### config.mk
export PLATFORM = sky130hd
export DESIGN_NAME = sram_arbiter_flat
export DESIGN_NICKNAME = d
export VERILOG_FILES = /design/src/rtl/sram_arbiter_if.sv /design/src/rtl/sram_arbiter.sv /design/src/flat_wrapper.sv
export SDC_FILE = /design/constraint.sdc
export NUM_CORES = 1
export LEC_CHECK = 0
export BUFFER_PORTS_ARGS = -buffer_cell sky130_fd_sc_hd__buf_2
export CAP_MARGIN = 5
export CORE_AREA = 2 2 106 108
export DETAILED_ROUTE_END_ITERATION = 16
export DIE_AREA = 0 0 108 110
export PLACE_DENSITY = 0.72
export SLEW_MARGIN = 20
export SYNTH_ARGS = -nofsm -noshare
export SYNTH_HDL_FRONTEND = slang
export SYNTH_SLANG_ARGS = --single-unit
### constraint.sdc
create_clock -name clk -period 1.4 [get_ports clk]
set_input_delay 0.28 -clock clk [delete_from_list [all_inputs] [get_ports clk]]
set_output_delay 0.28 -clock clk [all_outputs]
set_load 0.01 [all_outputs]
### src/rtl/sram_arbiter_if.sv
// Bundle of the instruction, data and memory sram-like ports around sram_arbiter.
// slave = arbiter view, master = requesters plus memory.
interface sram_arbiter_if #(
    parameter int ADDR_W = 32,
    parameter int DATA_W = 32
);
    // Handshake: a request is taken in the cycle where *_req and *_addr_ok are
    // both 1. Its completion is the single cycle where *_data_ok is 1, and
    // *_rdata is valid only in that cycle. mem_addr_ok / mem_data_ok follow the
    // same rules on the memory side.
    logic              inst_req;
    logic [ADDR_W-1:0] inst_addr;
    logic              inst_addr_ok;
    logic              inst_data_ok;
    logic [DATA_W-1:0] inst_rdata;

    logic              data_req;
    logic              data_wr;
    logic [1:0]        data_size;
    logic [ADDR_W-1:0] data_addr;
    logic [DATA_W-1:0] data_wdata;
    logic              data_addr_ok;
    logic              data_data_ok;
    logic [DATA_W-1:0] data_rdata;

    logic              mem_req;
    logic              mem_wr;
    logic [1:0]        mem_size;
    logic [ADDR_W-1:0] mem_addr;
    logic [DATA_W-1:0] mem_wdata;
    logic              mem_addr_ok;
    logic              mem_data_ok;
    logic [DATA_W-1:0] mem_rdata;

    modport slave (
        input  inst_req, inst_addr,
        output inst_addr_ok, inst_data_ok, inst_rdata,
        input  data_req, data_wr, data_size, data_addr, data_wdata,
        output data_addr_ok, data_data_ok, data_rdata,
        output mem_req, mem_wr, mem_size, mem_addr, mem_wdata,
        input  mem_addr_ok, mem_data_ok, mem_rdata
    );

    modport master (
        output inst_req, inst_addr,
        input  inst_addr_ok, inst_data_ok, inst_rdata,
        output data_req, data_wr, data_size, data_addr, data_wdata,
        input  data_addr_ok, data_data_ok, data_rdata,
        input  mem_req, mem_wr, mem_size, mem_addr, mem_wdata,
        output mem_addr_ok, mem_data_ok, mem_rdata
    );
endinterface

### src/rtl/sram_arbiter.sv
// Shares one sram-like port between instruction fetch and data access, one transaction at a time.
// Define SRAM_ARB_RR_EN for round-robin on conflicts; default is fixed data priority.
module sram_arbiter #(
    parameter int ADDR_W = 32,
    parameter int DATA_W = 32
) (
    input  logic                 clk,
    input  logic                 reset,
    input  logic                 flush,
    sram_arbiter_if.slave        bus,
    output logic [1:0]           dbg_state_o
);
    localparam logic [1:0] S_IDLE = 2'd0;
    localparam logic [1:0] S_REQ  = 2'd1;
    localparam logic [1:0] S_RESP = 2'd2;

    localparam logic OWN_INST = 1'b0;
    localparam logic OWN_DATA = 1'b1;

    logic [1:0]        state_q,  state_d;
    logic              owner_q,  owner_d;
    logic              cancel_q, cancel_d;
    logic              wr_q,     wr_d;
    logic [1:0]        size_q,   size_d;
    logic [ADDR_W-1:0] addr_q,   addr_d;
    logic [DATA_W-1:0] wdata_q,  wdata_d;

    logic in_idle;
    logic inst_ok;
    logic grant_data;
    logic grant_inst;
    logic inst_flush;
    logic resp_done;

    assign in_idle    = (state_q == S_IDLE);
    assign inst_ok    = bus.inst_req & ~flush;
    assign inst_flush = (owner_q == OWN_INST) & flush;

`ifdef SRAM_ARB_RR_EN
    logic last_owner_q;

    // On a conflict, serve whoever did not win the previous grant.
    assign grant_data = bus.data_req & ~(inst_ok & (last_owner_q == OWN_DATA));

    always_ff @(posedge clk) begin
        if (reset) begin
            last_owner_q <= OWN_INST;
        end else if (in_idle && grant_data) begin
            last_owner_q <= OWN_DATA;
        end else if (in_idle && inst_ok) begin
            last_owner_q <= OWN_INST;
        end
    end
`else
    assign grant_data = bus.data_req;
`endif

    assign grant_inst = inst_ok & ~grant_data;

    always_comb begin
        state_d  = state_q;
        owner_d  = owner_q;
        cancel_d = cancel_q;
        wr_d     = wr_q;
        size_d   = size_q;
        addr_d   = addr_q;
        wdata_d  = wdata_q;
        case (state_q)
            S_IDLE: begin
                if (grant_data) begin
                    state_d = S_REQ;
                    owner_d = OWN_DATA;
                    wr_d    = bus.data_wr;
                    size_d  = bus.data_size;
                    addr_d  = bus.data_addr;
                    wdata_d = bus.data_wdata;
                end else if (grant_inst) begin
                    state_d = S_REQ;
                    owner_d = OWN_INST;
                    wr_d    = 1'b0;
                    size_d  = 2'd2;
                    addr_d  = bus.inst_addr;
                end
            end
            S_REQ: begin
                // A fetch flushed before memory accepts it is simply withdrawn;
                // one flushed in the accept cycle must still drain its response.
                if (bus.mem_addr_ok) begin
                    state_d  = S_RESP;
                    cancel_d = inst_flush;
                end else if (inst_flush) begin
                    state_d = S_IDLE;
                end
            end
            S_RESP: begin
                if (bus.mem_data_ok) begin
                    state_d  = S_IDLE;
                    cancel_d = 1'b0;
                end else if (inst_flush) begin
                    cancel_d = 1'b1;
                end
            end
            default: begin
                state_d  = S_IDLE;
                cancel_d = 1'b0;
            end
        endcase
    end

    always_ff @(posedge clk) begin
        if (reset) begin
            state_q  <= S_IDLE;
            owner_q  <= OWN_INST;
            cancel_q <= 1'b0;
            wr_q     <= 1'b0;
            size_q   <= 2'd0;
            addr_q   <= '0;
            wdata_q  <= '0;
        end else begin
            state_q  <= state_d;
            owner_q  <= owner_d;
            cancel_q <= cancel_d;
            wr_q     <= wr_d;
            size_q   <= size_d;
            addr_q   <= addr_d;
            wdata_q  <= wdata_d;
        end
    end

    assign bus.data_addr_ok = in_idle & grant_data;
    assign bus.inst_addr_ok = in_idle & grant_inst;

    assign bus.mem_req   = (state_q == S_REQ);
    assign bus.mem_wr    = wr_q;
    assign bus.mem_size  = size_q;
    assign bus.mem_addr  = addr_q;
    assign bus.mem_wdata = wdata_q;

    assign resp_done        = (state_q == S_RESP) & bus.mem_data_ok;
    assign bus.data_data_ok = resp_done & (owner_q == OWN_DATA);
    assign bus.inst_data_ok = resp_done & (owner_q == OWN_INST) & ~cancel_q & ~flush;
    assign bus.data_rdata   = bus.mem_rdata;
    assign bus.inst_rdata   = bus.mem_rdata;

    assign dbg_state_o = state_q;
endmodule
### src/flat_wrapper.sv
// flat-port wrapper written by rule: the top's interface ports become plain ports
module sram_arbiter_flat 
#(
    parameter int ADDR_W = 32,
    parameter int DATA_W = 32
)
  (clk, reset, flush, dbg_state_o, bus_inst_req, bus_inst_addr, bus_inst_addr_ok, bus_inst_data_ok, bus_inst_rdata, bus_data_req, bus_data_wr, bus_data_size, bus_data_addr, bus_data_wdata, bus_data_addr_ok, bus_data_data_ok, bus_data_rdata, bus_mem_req, bus_mem_wr, bus_mem_size, bus_mem_addr, bus_mem_wdata, bus_mem_addr_ok, bus_mem_data_ok, bus_mem_rdata);
  sram_arbiter_if #(.ADDR_W(ADDR_W), .DATA_W(DATA_W)) bus_i ();
  input  logic clk;
  input  logic reset;
  input  logic flush;
  output logic [1:0] dbg_state_o;
  input wire logic [$bits(bus_i.inst_req)-1:0] bus_inst_req;
  input wire logic [$bits(bus_i.inst_addr)-1:0] bus_inst_addr;
  output wire logic [$bits(bus_i.inst_addr_ok)-1:0] bus_inst_addr_ok;
  output wire logic [$bits(bus_i.inst_data_ok)-1:0] bus_inst_data_ok;
  output wire logic [$bits(bus_i.inst_rdata)-1:0] bus_inst_rdata;
  input wire logic [$bits(bus_i.data_req)-1:0] bus_data_req;
  input wire logic [$bits(bus_i.data_wr)-1:0] bus_data_wr;
  input wire logic [$bits(bus_i.data_size)-1:0] bus_data_size;
  input wire logic [$bits(bus_i.data_addr)-1:0] bus_data_addr;
  input wire logic [$bits(bus_i.data_wdata)-1:0] bus_data_wdata;
  output wire logic [$bits(bus_i.data_addr_ok)-1:0] bus_data_addr_ok;
  output wire logic [$bits(bus_i.data_data_ok)-1:0] bus_data_data_ok;
  output wire logic [$bits(bus_i.data_rdata)-1:0] bus_data_rdata;
  output wire logic [$bits(bus_i.mem_req)-1:0] bus_mem_req;
  output wire logic [$bits(bus_i.mem_wr)-1:0] bus_mem_wr;
  output wire logic [$bits(bus_i.mem_size)-1:0] bus_mem_size;
  output wire logic [$bits(bus_i.mem_addr)-1:0] bus_mem_addr;
  output wire logic [$bits(bus_i.mem_wdata)-1:0] bus_mem_wdata;
  input wire logic [$bits(bus_i.mem_addr_ok)-1:0] bus_mem_addr_ok;
  input wire logic [$bits(bus_i.mem_data_ok)-1:0] bus_mem_data_ok;
  input wire logic [$bits(bus_i.mem_rdata)-1:0] bus_mem_rdata;
  assign bus_i.inst_req = bus_inst_req;
  assign bus_i.inst_addr = bus_inst_addr;
  assign bus_inst_addr_ok = bus_i.inst_addr_ok;
  assign bus_inst_data_ok = bus_i.inst_data_ok;
  assign bus_inst_rdata = bus_i.inst_rdata;
  assign bus_i.data_req = bus_data_req;
  assign bus_i.data_wr = bus_data_wr;
  assign bus_i.data_size = bus_data_size;
  assign bus_i.data_addr = bus_data_addr;
  assign bus_i.data_wdata = bus_data_wdata;
  assign bus_data_addr_ok = bus_i.data_addr_ok;
  assign bus_data_data_ok = bus_i.data_data_ok;
  assign bus_data_rdata = bus_i.data_rdata;
  assign bus_mem_req = bus_i.mem_req;
  assign bus_mem_wr = bus_i.mem_wr;
  assign bus_mem_size = bus_i.mem_size;
  assign bus_mem_addr = bus_i.mem_addr;
  assign bus_mem_wdata = bus_i.mem_wdata;
  assign bus_i.mem_addr_ok = bus_mem_addr_ok;
  assign bus_i.mem_data_ok = bus_mem_data_ok;
  assign bus_i.mem_rdata = bus_mem_rdata;
  sram_arbiter #(.ADDR_W(ADDR_W), .DATA_W(DATA_W)) u_core (.clk(clk), .reset(reset), .flush(flush), .bus(bus_i), .dbg_state_o(dbg_state_o));
endmodule
Word-level counts from Yosys, hierarchy flattened. Cells that the tools add are included.

Bits in writable memories: 0. Output and inout port bits: 138. Latch bits: 0. Word-level logic and storage cells: 52. Memories: 0. ROM bits: 0. Bits of input ports: 138. Register bits: 71.

Reduce and logical (&&, ||, !) cells: 6. Bitwise operators: 15. $add $sub $neg: 0. Equality and inequality tests: 7. Mux-type cells: 17. $mul: 0. Div/mod/pow operators: 0. Shift-type cells: 0. $lt $le $gt $ge: 0.

Operator list (number): $mux 32 (2); $mux 2 (7); $and 1x1->1 (10); $mux 1 (6); $pmux 2 s3 (1); $reduce_and 3->1 (2); $not 1->1 (5); $reduce_and 2->1 (2); $ne 3x1->1 const B (1); $ne 3x2->1 const B (1); $ne 3x3->1 const B (1); $pmux 1 s3 (1); $eq 2x1->1 const B (1); $eq 2x2->1 const B (1); $logic_not 2->1 (1); $ne 2x1->1 const B (1); $ne 2x2->1 const B (1); $reduce_bool 2->1 (1).

Depth between registers and ports, before layout.
Depth in word-level cells: 6. Depth in mapped cells: 7. Gate-level depth less buffers: 6.

Worst setup path before layout. OpenSTA, ideal clock, no wires.

Kind: reg2reg. Start point: register u_core.state_q[0] (netlist: u_core.dbg_state_o[0]). End point: register u_core.state_q[0] (netlist: u_core.dbg_state_o[0]). Required time: 1272 ps. Buffers on the path: 0. Setup slack: -202 ps. Setup time: 128 ps. Arrival: 1475 ps. Clock period less this slack: 1602 ps. Cell stages (with the launch flop): 7. Cell sequence: dfxtp_1 > inv_1 > ha_1 > nor2b_1 > a221oi_2 > mux2i_1 > nor2_1.

Longest elaborated chain between the ends: 3. Elaborated cells on any way between the ends: 8. Classes of those cells: eq/ne: 5; mux: 1; reduce/logical: 2.

Ends and longest elaborated chain: start: declaration (RTL line sram_arbiter.sv:20) `logic [1:0] state_q, state_d;`; start signal: assignment (RTL line sram_arbiter.sv:120) `state_q <= state_d;`; $eq 2x1->1 (tied with other cells) (RTL line sram_arbiter.sv:68) `case (state_q)`; $ne 3x1->1 (no line) (tied with other cells); $reduce_and 3->1 (no line).

Parallel ways exist; a longest one is shown, timed or not. A chain may end at the register's enable or synchronous reset.

Final worst setup path.
Start point: register u_core.state_q[0] (netlist: u_core.dbg_state_o[0]). End point: output port bus_inst_addr_ok.

Longest elaborated chain between the ends: 2.

Ends and longest elaborated chain: $logic_not 2->1 (RTL line sram_arbiter.sv:35) `assign in_idle = (state_q == S_IDLE);`; $and 1x1->1 (RTL line sram_arbiter.sv:131) `assign bus.inst_addr_ok = in_idle & grant_inst;`; end: declaration (RTL line flat_wrapper.sv:15) `output wire logic [$bits(bus_i.inst_addr_ok)-1:0] bus_inst_addr_ok;`.

Every way passes these cells.

==> impl_metrics.ini <==
[global_route]
number_of_antenna_violations_at_the_first_check_in_global_routing = 0
globalRoute.totalOverflow = 0
grt_pass1_vias = 2975
overall_track_demand_over_capacity_in_global_routing = 0.160
grt_first_pass_wirelength_um = 14700
grt_start_max_net_pins = 72

[die]
floorplan.io_pins = 276
die_area_um2 = 11900
dieWidth_um = 108
num_rows = 38
core_region_area_um2 = 10700
initial_core_util = 0.332
die_h_um = 110

[final_layout]
multi_input_gate_area_in_the_final_layout_um2 = 1810
syn2layout_area_growth_pct = 41.9
layout.core_utilization = 0.471
seq_area_um2 = 1430
fillerInstances = 985
finish.net_count = 670
num_antenna_cells = 0
drive_above_1_share = 0.586

[worst_setup_path]
timing.critical_path.from_type = register
worstSetupEndpointType = output pin
worst-path-max-fanout = 4
critical_path_arrival_ns = 1.37
crit_required_ns = 1.12
ff2ff_setup_slack_ns = -0.24
regToRegEndpoint = u_core.dbg_state_o[0]
type_of_the_setup_path_with_the_least_slack = register to output pin
worst-r2r-cell-count = 8
timing.rr.start = u_core.dbg_state_o[1]

[routing]
via_count = 3179
drt.antenna.violating_nets = 0
first_pass_iters = 4
detail_route.wl_per_cell_um = 14.9
drcViolationCount = 0
routed_via_density = 4.73
routed_wl_um = 10000
detail_route.iter0.violations = 120

[placed_design]
portBuffers = 179
gp_routability_congestion = 0.828
dp_worst_setup_slack_ns = -0.128
place.detailed.hpwl_um = 6330

[sta]
finalWorstPathRequiredPeriod_ns = 1.65
rsz0062_at_grt = true
report.final.hold_viol_count = 0
fraction_of_the_cycle_the_final_worst_path_needs = 1.18
setup_violations = 34
worst_slew_margin_rel = 0.705
maxClockFrequency_mhz = 606
worst_pin_slew_ns = 0.438
finalWorstSetupSlack_ns = -0.251
maxSlewViolCount = 0
finClkSkew_ns = 0.0119
timing.hold.ws_ns = 0.160
fin_tns_setup_ns = -2.01

[clock_network]
cts_root_buf = sky130_fd_sc_hd__clkbuf_8
h-tree-depth = 3
cts_tree = built
numCtsBuffers = 9
worst_case_clock_buffer_depth = 2
cts_num_sinks = 71
clkTransAtPathRegs_ns = 0.08
worstSkewPairLatency_ns = 0.35
cts_hold_repair.buffers = 0

[worst_hold_path]
min-delay-path-class = primary input to register
whs_endpoint = u_core.bus.mem_wdata[24]
timing.hold.worst_path_depth = 3
timing.hold.worst.start = bus_data_wdata[24]

[synthesis]
post_synth_cell_types = 29
post_synth_inst_count = 395
synth.largest_area_cell = sky130_fd_sc_hd__dfxtp_1
mappedNetlistNets = 538
ys_ff_latch = 71
synth_top_flop_cell = sky130_fd_sc_hd__dfxtp_1
syn-cell-area_um2 = 3550
yosys_warnings = 0
synth_enable_flop_cells = 0
synth_seq_area_share = 0.400
netlist_top_cells_area = sky130_fd_sc_hd__dfxtp_1, sky130_fd_sc_hd__buf_4, sky130_fd_sc_hd__a211oi_2
synthDominantCellAreaShare = 0.400
async_flop_share = 0
synthesis.area_per_instance_um2 = 8.99

[pwr]
post-layout-total-power_mw = 6.51
power-per-cell-area_nw_per_um2 = 1290
power.leakage_nw = 2.34
vdd_drop_max_v = 0.000561

[outcome]
run_status = finished, violations left
violated_checks = setup timing

[job]
cap_violations = 0
state kept, by name, indices dropped and copies added, names as in the netlist:
name,count
u_core.bus.mem_addr,32
u_core.bus.mem_wdata,32
u_core.bus.mem_size,2
u_core.dbg_state_o,2
u_core.bus.mem_wr,1
u_core.cancel_q,1
u_core.owner_q,1
final cells by class:
type	count	share of cell area
multi-input cells	232	0.358
flip-flops and latches	71	0.283
repair buffers	210	0.276
well taps	140	0.0347
clock buffers	10	0.0295
clock inverters	6	0.0132
inverters	3	0.00422
worst max-delay path by stage:
stage          slack [ns]  cells after the start             startpoint                     to
3_3_place_gp        -0.06                      6  u_core.dbg_state_o[0]  u_core.dbg_state_o[0]
6_report            -0.25                      5  u_core.dbg_state_o[0]       bus_inst_addr_ok
2_1_floorplan      -0.009                      6  u_core.dbg_state_o[0]  u_core.dbg_state_o[0]
5_1_grt             -0.30                      5  u_core.dbg_state_o[1]       bus_data_addr_ok
4_1_cts             -0.30                      6  u_core.dbg_state_o[0]       bus_inst_data_ok
3_5_place_dp        -0.13                      6  u_core.dbg_state_o[0]  u_core.dbg_state_o[0]
stage by stage:
| step | area, um^2 | instances |
|---|---|---|
| after floorplan | 3600 | 395 |
| after global placement | 4190 | 637 |
| after CTS | 4900 | 672 |
| final | 5040 | 672 |
| after detailed placement | 4190 | 637 |
| after global routing | 5040 | 672 |
synthesized netlist by cell type (all sizes together), types with 2 or more instances:
cell    number
a211oi      32
mux2i       33
nor2        39
nand2       68
clkbuf       9
nand2b       3
ha           5
nor2b        5
inv          3
dfxtp       71
a22oi        2
buf         80
a21oi       35
worst max-delay path: stages, from the launching register on:
cell and delay [ns]:
sky130_fd_sc_hd__dfxtp_4 0.37, sky130_fd_sc_hd__inv_6 0.07, sky130_fd_sc_hd__ha_4 0.16, sky130_fd_sc_hd__nor2b_4 0.18
sky130_fd_sc_hd__and2_4 0.16, sky130_fd_sc_hd__buf_6 0.09
cells in the final DEF, fill, tap and decap left out, types with 5 or more instances in the layout:
master / netlist / final
sky130_fd_sc_hd__buf_4: 69 / 10
sky130_fd_sc_hd__buf_6: 2 / 10
sky130_fd_sc_hd__buf_12: 0 / 6
sky130_fd_sc_hd__nor2_1: 39 / 5
sky130_fd_sc_hd__nand2_1: 68 / 66
sky130_fd_sc_hd__buf_2: 8 / 176
sky130_fd_sc_hd__clkbuf_8: 0 / 9
sky130_fd_sc_hd__mux2i_1: 33 / 33
sky130_fd_sc_hd__nor2_4: 0 / 22
sky130_fd_sc_hd__a21oi_1: 35 / 34
sky130_fd_sc_hd__dfxtp_1: 71 / 69
sky130_fd_sc_hd__buf_16: 0 / 6
sky130_fd_sc_hd__a211oi_2: 30 / 32
sky130_fd_sc_hd__nor2_2: 0 / 12
report_power, final:
group          switching, mW  internal [mW]
combinational           1.13           1.14
sequential             0.200           2.28
clock                  0.814          0.937
routing by layer:
metal | global-route usage | part of all wire | vias up
met1 | 0.171 | 0.37 | 1444
met4 | 0.0833 | 0.027 | 0
li1 | - | - | 1524
met3 | 0.0406 | 0.087 | 26
met2 | 0.293 | 0.51 | 185
met5 | 0 | 0 | -
cells by family (layout without fill, tap and decap cells):
family / after synthesis / after routing / synth area share
flops: 71 / 71 / 0.400
mux: 33 / 33 / 0.0930
compound gates: 74 / 74 / 0.176
fa+ha+maj: 5 / 5 / 0.0176
simple gates: 120 / 120 / 0.136
buf+inv: 92 / 229 / 0.177
what timing repair did:
| action | in CTS | in global routing |
|---|---|---|
| gates resized for setup | 57 | 42 |
| cloned | 7 | 1 |
| endpoints found under the setup margin | 71 | 65 |
| pin swaps | 26 | 19 |
| setup buffers | 12 | 3 |
Note: power is estimated with default switching activity, not from simulation.
